[src/rtl/rv32i_fetch_unit_pkg.sv]
// Shared definitions for the RV32I fetch unit: datapath width, default
// reset PC, the NOP driven on a fetch fault, and the fetch FSM state type.
package rv32i_fetch_pkg;

  localparam int unsigned XLEN = 32;

  localparam logic [XLEN-1:0] DEFAULT_RESET_PC  = 32'h0000_0000;
  // addi x0,x0,0
  localparam logic [XLEN-1:0] DEFAULT_NOP_INSTR = 32'h0000_0013;

  typedef enum logic [2:0] {
    IDLE,
    RD0,
    RD1,
    CAP,
    OUT,
    FLT,
    HALT
  } fetch_state_e;

endpackage

[src/rtl/rv32i_fetch_unit_if.sv]
// Bus bundle around the fetch unit: the paired-read port to the 16-bit
// banked instruction memory, the valid/ready instruction port to decode,
// and the redirect port from execute.
//   master : the fetch unit (drives memory reads, instruction outputs)
//   slave  : the environment (memory, decode and execute side)
interface rv32i_fetch_unit_if;
  import rv32i_fetch_pkg::*;

  // instruction memory read port
  logic            mem_rd_en;
  logic [XLEN-1:0] mem_rd_addr;
  logic [XLEN-1:0] mem_rd_data;
  logic            mem_rd_valid;

  // decode handshake
  logic            instr_valid;
  logic            instr_ready;
  logic [XLEN-1:0] instr;
  logic [XLEN-1:0] instr_pc;
  logic            fault;

  // redirect from execute
  logic            redirect_valid;
  logic [XLEN-1:0] redirect_pc;

  modport master (
    output mem_rd_en, mem_rd_addr, instr_valid, instr, instr_pc, fault,
    input  mem_rd_data, mem_rd_valid, instr_ready, redirect_valid, redirect_pc
  );

  modport slave (
    input  mem_rd_en, mem_rd_addr, instr_valid, instr, instr_pc, fault,
    output mem_rd_data, mem_rd_valid, instr_ready, redirect_valid, redirect_pc
  );

endinterface

[src/rtl/rv32i_fetch_unit.sv]
// RV32I fetch unit: holds the PC, issues two-cycle paired reads to the
// 16-bit banked instruction memory, captures the 32-bit instruction and
// presents it to decode over valid/ready. Accepts branch/jump/trap
// redirects from execute. Misaligned or out-of-range PCs raise a fetch
// fault (NOP presented with fault=1) and the unit halts until redirected.
// Ports:
//   i_clk      clock, posedge
//   i_rst_n    asynchronous active-low reset
//   i_fetch_en 1 = allowed to start a new read pair from IDLE
//   bus        rv32i_fetch_unit_if.master (memory, decode, redirect)
module rv32i_fetch_unit
  import rv32i_fetch_pkg::*;
#(
  parameter logic [XLEN-1:0] RESET_PC   = DEFAULT_RESET_PC,
  parameter int unsigned     IMEM_WORDS = 128,
  parameter logic [XLEN-1:0] NOP_INSTR  = DEFAULT_NOP_INSTR
) (
  input  logic               i_clk,
  input  logic               i_rst_n,
  input  logic               i_fetch_en,
  rv32i_fetch_unit_if.master bus
);

  localparam logic [XLEN-1:0] PC_LIMIT = IMEM_WORDS * 4;

  fetch_state_e    state;
  logic [XLEN-1:0] pc;
  logic [XLEN-1:0] pc_q;
  logic [XLEN-1:0] instr_q;
  logic [XLEN-1:0] addr_q;
  logic [XLEN-1:0] redir_pc;
  logic            redir_pend;

  logic            fault_chk;
  logic [XLEN-1:0] squash_tgt;

  assign fault_chk = (pc[1:0] != 2'b00) || (pc >= PC_LIMIT);

  // A redirect arriving in CAP itself is newer than any pending one.
  assign squash_tgt = bus.redirect_valid ? bus.redirect_pc : redir_pc;

  always_ff @(posedge i_clk or negedge i_rst_n) begin
    if (!i_rst_n) begin
      state      <= IDLE;
      pc         <= RESET_PC;
      pc_q       <= '0;
      instr_q    <= '0;
      addr_q     <= '0;
      redir_pc   <= '0;
      redir_pend <= 1'b0;
    end else begin
      case (state)
        IDLE: begin
          if (bus.redirect_valid) begin
            pc <= bus.redirect_pc;
          end else if (fault_chk) begin
            instr_q <= NOP_INSTR;
            pc_q    <= pc;
            state   <= FLT;
          end else if (i_fetch_en) begin
            addr_q <= pc;
            state  <= RD0;
          end
        end
        // A pair is never aborted: an odd rd_en count would desync the
        // memory's half-select, so redirects here are only latched.
        RD0: begin
          if (bus.redirect_valid) begin
            redir_pc   <= bus.redirect_pc;
            redir_pend <= 1'b1;
          end
          state <= RD1;
        end
        RD1: begin
          assert (bus.mem_rd_valid)
            else $error("rv32i_fetch_unit: mem_rd_valid low in second read cycle");
          if (bus.redirect_valid) begin
            redir_pc   <= bus.redirect_pc;
            redir_pend <= 1'b1;
          end
          state <= CAP;
        end
        CAP: begin
          if (redir_pend || bus.redirect_valid) begin
            pc         <= squash_tgt;
            redir_pend <= 1'b0;
            state      <= IDLE;
          end else begin
            instr_q <= bus.mem_rd_data;
            pc_q    <= pc;
            pc      <= pc + 32'd4;
            state   <= OUT;
          end
        end
        OUT: begin
          if (bus.redirect_valid) begin
            pc    <= bus.redirect_pc;
            state <= IDLE;
          end else if (bus.instr_ready) begin
            state <= IDLE;
          end
        end
        FLT: begin
          if (bus.redirect_valid) begin
            pc    <= bus.redirect_pc;
            state <= IDLE;
          end else if (bus.instr_ready) begin
            state <= HALT;
          end
        end
        HALT: begin
          if (bus.redirect_valid) begin
            pc    <= bus.redirect_pc;
            state <= IDLE;
          end
        end
        default: state <= IDLE;
      endcase
    end
  end

  assign bus.mem_rd_en   = (state == RD0) || (state == RD1);
  assign bus.mem_rd_addr = addr_q;
  assign bus.instr_valid = (state == OUT) || (state == FLT);
  assign bus.fault       = (state == FLT);
  assign bus.instr       = instr_q;
  assign bus.instr_pc    = pc_q;

endmodule
[src/flat_wrapper.sv]
// flat-port wrapper written by rule: the top's interface ports become plain ports
module rv32i_fetch_unit_flat import rv32i_fetch_pkg::*;
#(
  parameter logic [XLEN-1:0] RESET_PC   = DEFAULT_RESET_PC,
  parameter int unsigned     IMEM_WORDS = 128,
  parameter logic [XLEN-1:0] NOP_INSTR  = DEFAULT_NOP_INSTR
)
  (i_clk, i_rst_n, i_fetch_en, bus_mem_rd_en, bus_mem_rd_addr, bus_instr_valid, bus_instr, bus_instr_pc, bus_fault, bus_mem_rd_data, bus_mem_rd_valid, bus_instr_ready, bus_redirect_valid, bus_redirect_pc);
  rv32i_fetch_unit_if bus_i ();
  input  logic i_clk;
  input  logic i_rst_n;
  input  logic i_fetch_en;
  output wire logic [$bits(bus_i.mem_rd_en)-1:0] bus_mem_rd_en;
  output wire logic [$bits(bus_i.mem_rd_addr)-1:0] bus_mem_rd_addr;
  output wire logic [$bits(bus_i.instr_valid)-1:0] bus_instr_valid;
  output wire logic [$bits(bus_i.instr)-1:0] bus_instr;
  output wire logic [$bits(bus_i.instr_pc)-1:0] bus_instr_pc;
  output wire logic [$bits(bus_i.fault)-1:0] bus_fault;
  input wire logic [$bits(bus_i.mem_rd_data)-1:0] bus_mem_rd_data;
  input wire logic [$bits(bus_i.mem_rd_valid)-1:0] bus_mem_rd_valid;
  input wire logic [$bits(bus_i.instr_ready)-1:0] bus_instr_ready;
  input wire logic [$bits(bus_i.redirect_valid)-1:0] bus_redirect_valid;
  input wire logic [$bits(bus_i.redirect_pc)-1:0] bus_redirect_pc;
  assign bus_mem_rd_en = bus_i.mem_rd_en;
  assign bus_mem_rd_addr = bus_i.mem_rd_addr;
  assign bus_instr_valid = bus_i.instr_valid;
  assign bus_instr = bus_i.instr;
  assign bus_instr_pc = bus_i.instr_pc;
  assign bus_fault = bus_i.fault;
  assign bus_i.mem_rd_data = bus_mem_rd_data;
  assign bus_i.mem_rd_valid = bus_mem_rd_valid;
  assign bus_i.instr_ready = bus_instr_ready;
  assign bus_i.redirect_valid = bus_redirect_valid;
  assign bus_i.redirect_pc = bus_redirect_pc;
  rv32i_fetch_unit #(.RESET_PC(RESET_PC), .IMEM_WORDS(IMEM_WORDS), .NOP_INSTR(NOP_INSTR)) u_core (.i_clk(i_clk), .i_rst_n(i_rst_n), .i_fetch_en(i_fetch_en), .bus(bus_i));
endmodule
[config.mk]
export PLATFORM = sky130hd
export DESIGN_NAME = rv32i_fetch_unit_flat
export DESIGN_NICKNAME = d
export VERILOG_FILES = /design/src/rtl/rv32i_fetch_unit_pkg.sv /design/src/rtl/rv32i_fetch_unit_if.sv /design/src/rtl/rv32i_fetch_unit.sv /design/src/flat_wrapper.sv
export SDC_FILE = /design/constraint.sdc
export NUM_CORES = 1
export LEC_CHECK = 0
export BUFFER_PORTS_ARGS = -buffer_cell sky130_fd_sc_hd__buf_2
export CAP_MARGIN = 20
export CORE_MARGIN = 2
export CORE_UTILIZATION = 43
export DETAILED_ROUTE_END_ITERATION = 6
export GPL_TIMING_DRIVEN = 0
export PLACE_DENSITY_LB_ADDON = 0.25
export SETUP_SLACK_MARGIN = 0.02
export SYNTH_ARGS = -nofsm -noshare
export SYNTH_HDL_FRONTEND = slang
export SYNTH_SLANG_ARGS = --single-unit
[constraint.sdc]
create_clock -name i_clk -period 2 [get_ports i_clk]
set_clock_uncertainty 0.15 [all_clocks]
set_input_delay 0.3 -clock i_clk [delete_from_list [all_inputs] [get_ports i_clk]]
set_output_delay 0.3 -clock i_clk [all_outputs]
set_load 0.01 [all_outputs]
After elaboration in Yosys (flattened, before gate mapping)
Cells that the tools add are included.
Widths: inputs -> output; s select.
{ "totals": {"regBits": 164, "in_bits": 70, "elab_cells": 68} }
{ "op_classes": {"addsub": 1, "n_lt_le_gt_ge": 1, "n_eq_ne": 16, "muxes": 25, "n_bitwise": 2, "reduce_logical": 16} }
{ "op_table": {"columns": ["operator", "count"], "rows": [
  ["$mux 32", 9],
  ["$pmux 32 s2", 3],
  ["$add 32x3->32 const B", 1],
  ["$ge 32x10->1 const B", 1],
  ["$mux 3", 9],
  ["$pmux 3 s7", 1],
  ["$eq 3x3->1 const B", 3],
  ["$ne 2x1->1 const B", 4],
  ["$reduce_and 4->1", 2],
  ["$reduce_bool 2->1", 4],
  ["$eq 3x2->1 const B", 2],
  ["$ne 2x2->1 const B", 3],
  ["$reduce_and 5->1", 1],
  ["$logic_or 1x1->1", 4],
  ["$reduce_or 4->1", 1],
  ["$eq 3x1->1 const B", 1],
  ["$logic_not 3->1", 1],
  ["$ne 3x1->1 const B", 1],
  ["$ne 3x2->1 const B", 1],
  ["$ne 3x3->1 const B", 1],
  ["$reduce_and 3->1", 1],
  ["$mux 1", 2],
  ["$not 1->1", 2],
  ["$pmux 1 s2", 1],
  ["2 further kinds", 2]
]} }

Depth between registers and ports, before layout
{ "depth": {"word_depth": 5, "depth_mapped": 8, "depth_no_buf": 6} }

Worst setup path before layout
Ideal clock, no wire load.
{ "synth_path": {"path_type": "register -> register", "from": "register u_core.pc[28]", "to": "register u_core.pc_q[30] (netlist: u_core.bus.instr_pc[30])", "setup_time_ns": 0.128, "arrival_ns": 1.825, "t_required_ns": 1.722, "slack_ns": -0.103, "stages_incl_launch_ff": 8, "period_less_slack_ns": 2.103, "cell_sequence": "dfrtp_1 > buf_2 > nor4_1 > and4_1 > nand4_2 > a21oi_2 > buf_2 > mux2_1"} }
{ "synth_via": {"elab_chain_cells": 4} }
{ "synth_lines": {"columns": ["item", "line_no", "source"], "rows": [
  ["start: declaration", "rv32i_fetch_unit.sv:27", "logic [XLEN-1:0] pc;"],
  ["start signal: assignment", "rv32i_fetch_unit.sv:55", "pc <= bus.redirect_pc;"],
  ["start signal: assignment", "rv32i_fetch_unit.sv:85", "pc <= squash_tgt;"],
  ["start signal: assignment", "rv32i_fetch_unit.sv:91", "pc <= pc + 32'd4;"],
  ["$ge 32x10->1", "rv32i_fetch_unit.sv:37", "assign fault_chk = (pc[1:0] != 2'b00) || (pc >= PC_LIMIT);"],
  ["$logic_or 1x1->1", "rv32i_fetch_unit.sv:37", null],
  ["$ne 2x1->1 (no source line)", null, null],
  ["$reduce_and 4->1 (no source line)", null, null],
  ["end signal: assignment", "rv32i_fetch_unit.sv:58", "pc_q <= pc;"],
  ["end signal: assignment", "rv32i_fetch_unit.sv:90", "pc_q <= pc;"],
  ["end: declaration", "rv32i_fetch_unit.sv:28", "logic [XLEN-1:0] pc_q;"]
]} }
No other way between the ends.
A chain may end at the register's enable or synchronous reset.

Worst setup path after layout
{ "layout_path": {"from": "register u_core.pc[15]", "to": "register u_core.pc_q[17] (netlist: u_core.bus.instr_pc[17])"} }
The elaborated chain is that of the path after synthesis.

==> out/summary.txt <==
Outcome: finished, violations left
Failing checks: negative setup slack
First-pass GRT wire length: 36.5 mm
Part of the Yosys area used for sequential elements: 53.7%
Core area: 17,400 sq um
P per Cell Area: 1570 nW/um^2
Int Power: 0.0109 W
Fin crit period: 2340 ps
Switching Fraction: 39.4%
Post-Syn Nets: 759
Total wire length: 24.7 mm
Clock share of power: 18.6%
Combinational Power Share: 49.0%
I/O pin count: 169
Clock latency on the worst-skew pair: 440 ps
TritonCTS Buffers: 17
Largest net degree at the start of global routing: 91
Ys flop type: dfrtp_1
WHS: 15.9 ps
Clock Tree Root: clkbuf_16
Mapped Area: 7650 sq um
CTS tree: done
Via-to-Cell Ratio: 5.64
Sequential Power Share: 32.4%
Placed insts: 1,080
Fmax: 427 MHz
Nets: 1,077
Die ar.: 18,900 sq um
Crit path DAT: 2510 ps
Netlist cell types: 66
DRC errors left: 0
Yosys reg bits: 164
GPL Wtd Cong: 0.918
Max Cap Viol: 0
All-layer global routing usage: 25.4%
CP required: 2170 ps
Hold crit path type: in2reg
Syn-to-layout area delta: 49.6%
Antenna violations before repair: 0
First-pass detailed-route iteration total: 5
Slew headroom: 58.4%
Vias in the first global route: 6,636
Final Hold Fails: 0
P_leak: 5.44 nW
Clock transition at path regs: 70 ps
Die extent in y: 137 um
Number of synthesis warnings: 0
H-tree depth: 4
Congestion Overflow GR: 0
WL per Instance: 19.9 um
Clock Sinks: 164
CTS max path bufs: 2
Async SR Flop Fraction: 100%
Crit Path Max Fanout: 10
Period utilization: 117%
DIE WIDTH: 137 um
Worst slew pin tran: 624 ps
Post-synthesis cell count: 687
DRT iter0 DRCs: 549
Setup_tns: -19,850 ps
Final worst slack: -343 ps
CP endpoint kind: flop
Setup violations, final: 109
Switching pwr: 0.00709 W
Synthesized area per cell: 11.1 sq um
Startpoint Class: flop
Detail Route Antenna Nets: 0
Crit Path Category: reg2reg
RSZ-0062 raised after global routing: true
Vias: 7,015
Port buffer count: 167
# rows: 48
Initial Utilization: 44.1%
Final Max Tran Viols: 0
Fraction of layout instances using a drive strength above 1: 44.8%
Post-DP HPWL: 14.8 mm
Post-synth EDFFs: 0
# diodes: 0
Finished Layout Cells: 1,243
Maximum vdd drop: 814 uV
-- worst max-delay path, cell delays in order (launching register included) --
cell	delay, ps
dfrtp_2	450
nor4_4	330
and4_4	290
nand4_4	150
a21oi_4	210
buf_12	160
buf_12	140
mux2_1	330
-- layer usage --
metal	global-route usage [%]	wire [um]
met5	0	0
met3	5.78	1940
met4	8.93	657
met2	39.8	11800
met1	34.8	10300
-- metrics by stage --
step                      setup WS, ps  cell area (sq um)  power [W]  utilization [%]
after CTS                         -285              10900     0.0169             63.0
final                             -343              11400     0.0180             65.9
after detailed placement          -921               8860     0.0121             51.0
after global routing              -371              11400     0.0189             65.9
after floorplan                  -69.9               7700    0.00985                -
after global placement           -2160               8820     0.0120             50.8
-- repair_timing --
item | 4_1_cts | 5_1_grt
hold buffers | 62 | 0
endpoints found under the hold margin | 137 | 0
setup endpoints to repair | 162 | 158
gates resized for setup | 141 | 85
pin swaps | 16 | 15
buffers inserted | 36 | 38
cloned | 5 | 1
-- area by class of cell --
| cell class | instances | area (sq um) |
|---|---|---|
| inverter | 12 | 45.0 |
| sequential | 164 | 4120 |
| clock buffer | 19 | 453 |
| tap | 225 | 282 |
| multi-input combinational | 458 | 3760 |
| timing repair buffer | 306 | 2190 |
| fill | 1346 | 5920 |
| clock inverter | 13 | 140 |
| buffer | 46 | 449 |
-- final timing paths --
path	cells after the start	from	slack (ps)	endpoint
min in group asynchronous	2	i_rst_n	260	u_core.pc[13]
setup reg to reg	7	u_core.pc[15]	-340	u_core.bus.instr_pc[17]
hold / removal	2	bus_redirect_pc[4]	20	u_core.redir_pc[4]
hold reg to reg	1	u_core.bus.instr_pc[15]	340	u_core.bus.instr_pc[15]
setup / recovery	7	u_core.pc[15]	-340	u_core.bus.instr_pc[17]
max in group asynchronous	3	i_rst_n	590	u_core.pc[24]
-- kinds of logic after synthesis --
kind of cell	count (synthesis)	synth area share, %
AOI/OAI and AO/OA	165	15.3
xor gates and xnor gates	12	1.37
adders and majority gates	2	0.327
buffers and inverters	65	3.73
DFF	164	53.7
muxes	76	11.1
and+or+nand+nor	203	14.5
-- state kept, by name (all words and copies together), names as in the netlist --
name,flops
u_core.bus.instr_pc,32
u_core.bus.mem_rd_addr,32
u_core.pc,32
u_core.redir_pend,1
u_core.bus.instr,32
u_core.state,3
u_core.redir_pc,32
-- cell usage in the layout (no fill, tap or decap), types with 5 or more instances in the layout --
cell type and n:
a211oi_1 6, a21boi_0 5, a21o_1 5, a21oi_1 26
a21oi_2 5, a22o_1 31, and3_1 8, buf_12 7
buf_2 170, buf_4 60, buf_6 27, buf_8 8
clkbuf_16 19, clkbuf_2 8, dfrtp_1 154, dfrtp_2 10
dlygate4sd3_1 62, inv_1 11, inv_6 6, mux2_1 11
mux2_2 35, mux2_4 27, nand2_1 37, nand3_1 13
nand3_2 5, nand4_1 8, nor2_1 39, nor2b_1 24
nor3_1 14, nor4_4 8, o211ai_1 5, o21a_1 5
o21ai_0 18, o21ai_1 6, o221ai_1 7, xor2_1 7
-- cell usage after synthesis (4+ instances only) --
| master | number | share of area [%] |
|---|---|---|
| clkbuf_1 | 24 | 1.2 |
| nor2_1 | 45 | 2.2 |
| nor2b_1 | 28 | 2.3 |
| xor2_1 | 7 | 0.80 |
| o31ai_1 | 4 | 0.39 |
| o221ai_1 | 9 | 1.0 |
| mux2_1 | 29 | 4.3 |
| inv_1 | 11 | 0.54 |
| buf_1 | 4 | 0.20 |
| a22o_1 | 31 | 3.6 |
| nand2_1 | 41 | 2.0 |
| a21boi_0 | 5 | 0.49 |
| nand2b_1 | 4 | 0.33 |
| o211ai_1 | 5 | 0.49 |
| nand3_1 | 20 | 1.3 |
| o22a_1 | 4 | 0.46 |
| and2_1 | 5 | 0.41 |
| a211oi_1 | 6 | 0.59 |
| a21o_1 | 5 | 0.49 |
| mux2_2 | 44 | 6.5 |
| nor4_1 | 8 | 0.65 |
| o21a_1 | 5 | 0.49 |
| a31oi_1 | 6 | 0.49 |
| nor3_1 | 16 | 1.0 |
| a21oi_1 | 33 | 2.2 |
| xnor2_1 | 5 | 0.57 |
| buf_2 | 19 | 1.2 |
| buf_4 | 4 | 0.39 |
| and3_1 | 8 | 0.65 |
| dfrtp_1 | 164 | 54 |
| nand4_1 | 8 | 0.65 |
| o21ai_0 | 26 | 1.7 |
-- power by group through the flow --
stage	Combinational [W]	Clock (W)	Sequential, W
global placement	0.00637	0	0.00560
detailed placement	0.00647	0	0.00563
global route	0.00942	0.00353	0.00599
finish	0.00882	0.00335	0.00584
floorplan	0.00411	0	0.00574
CTS	0.00775	0.00339	0.00573
(Power assumes the default switching activity.)
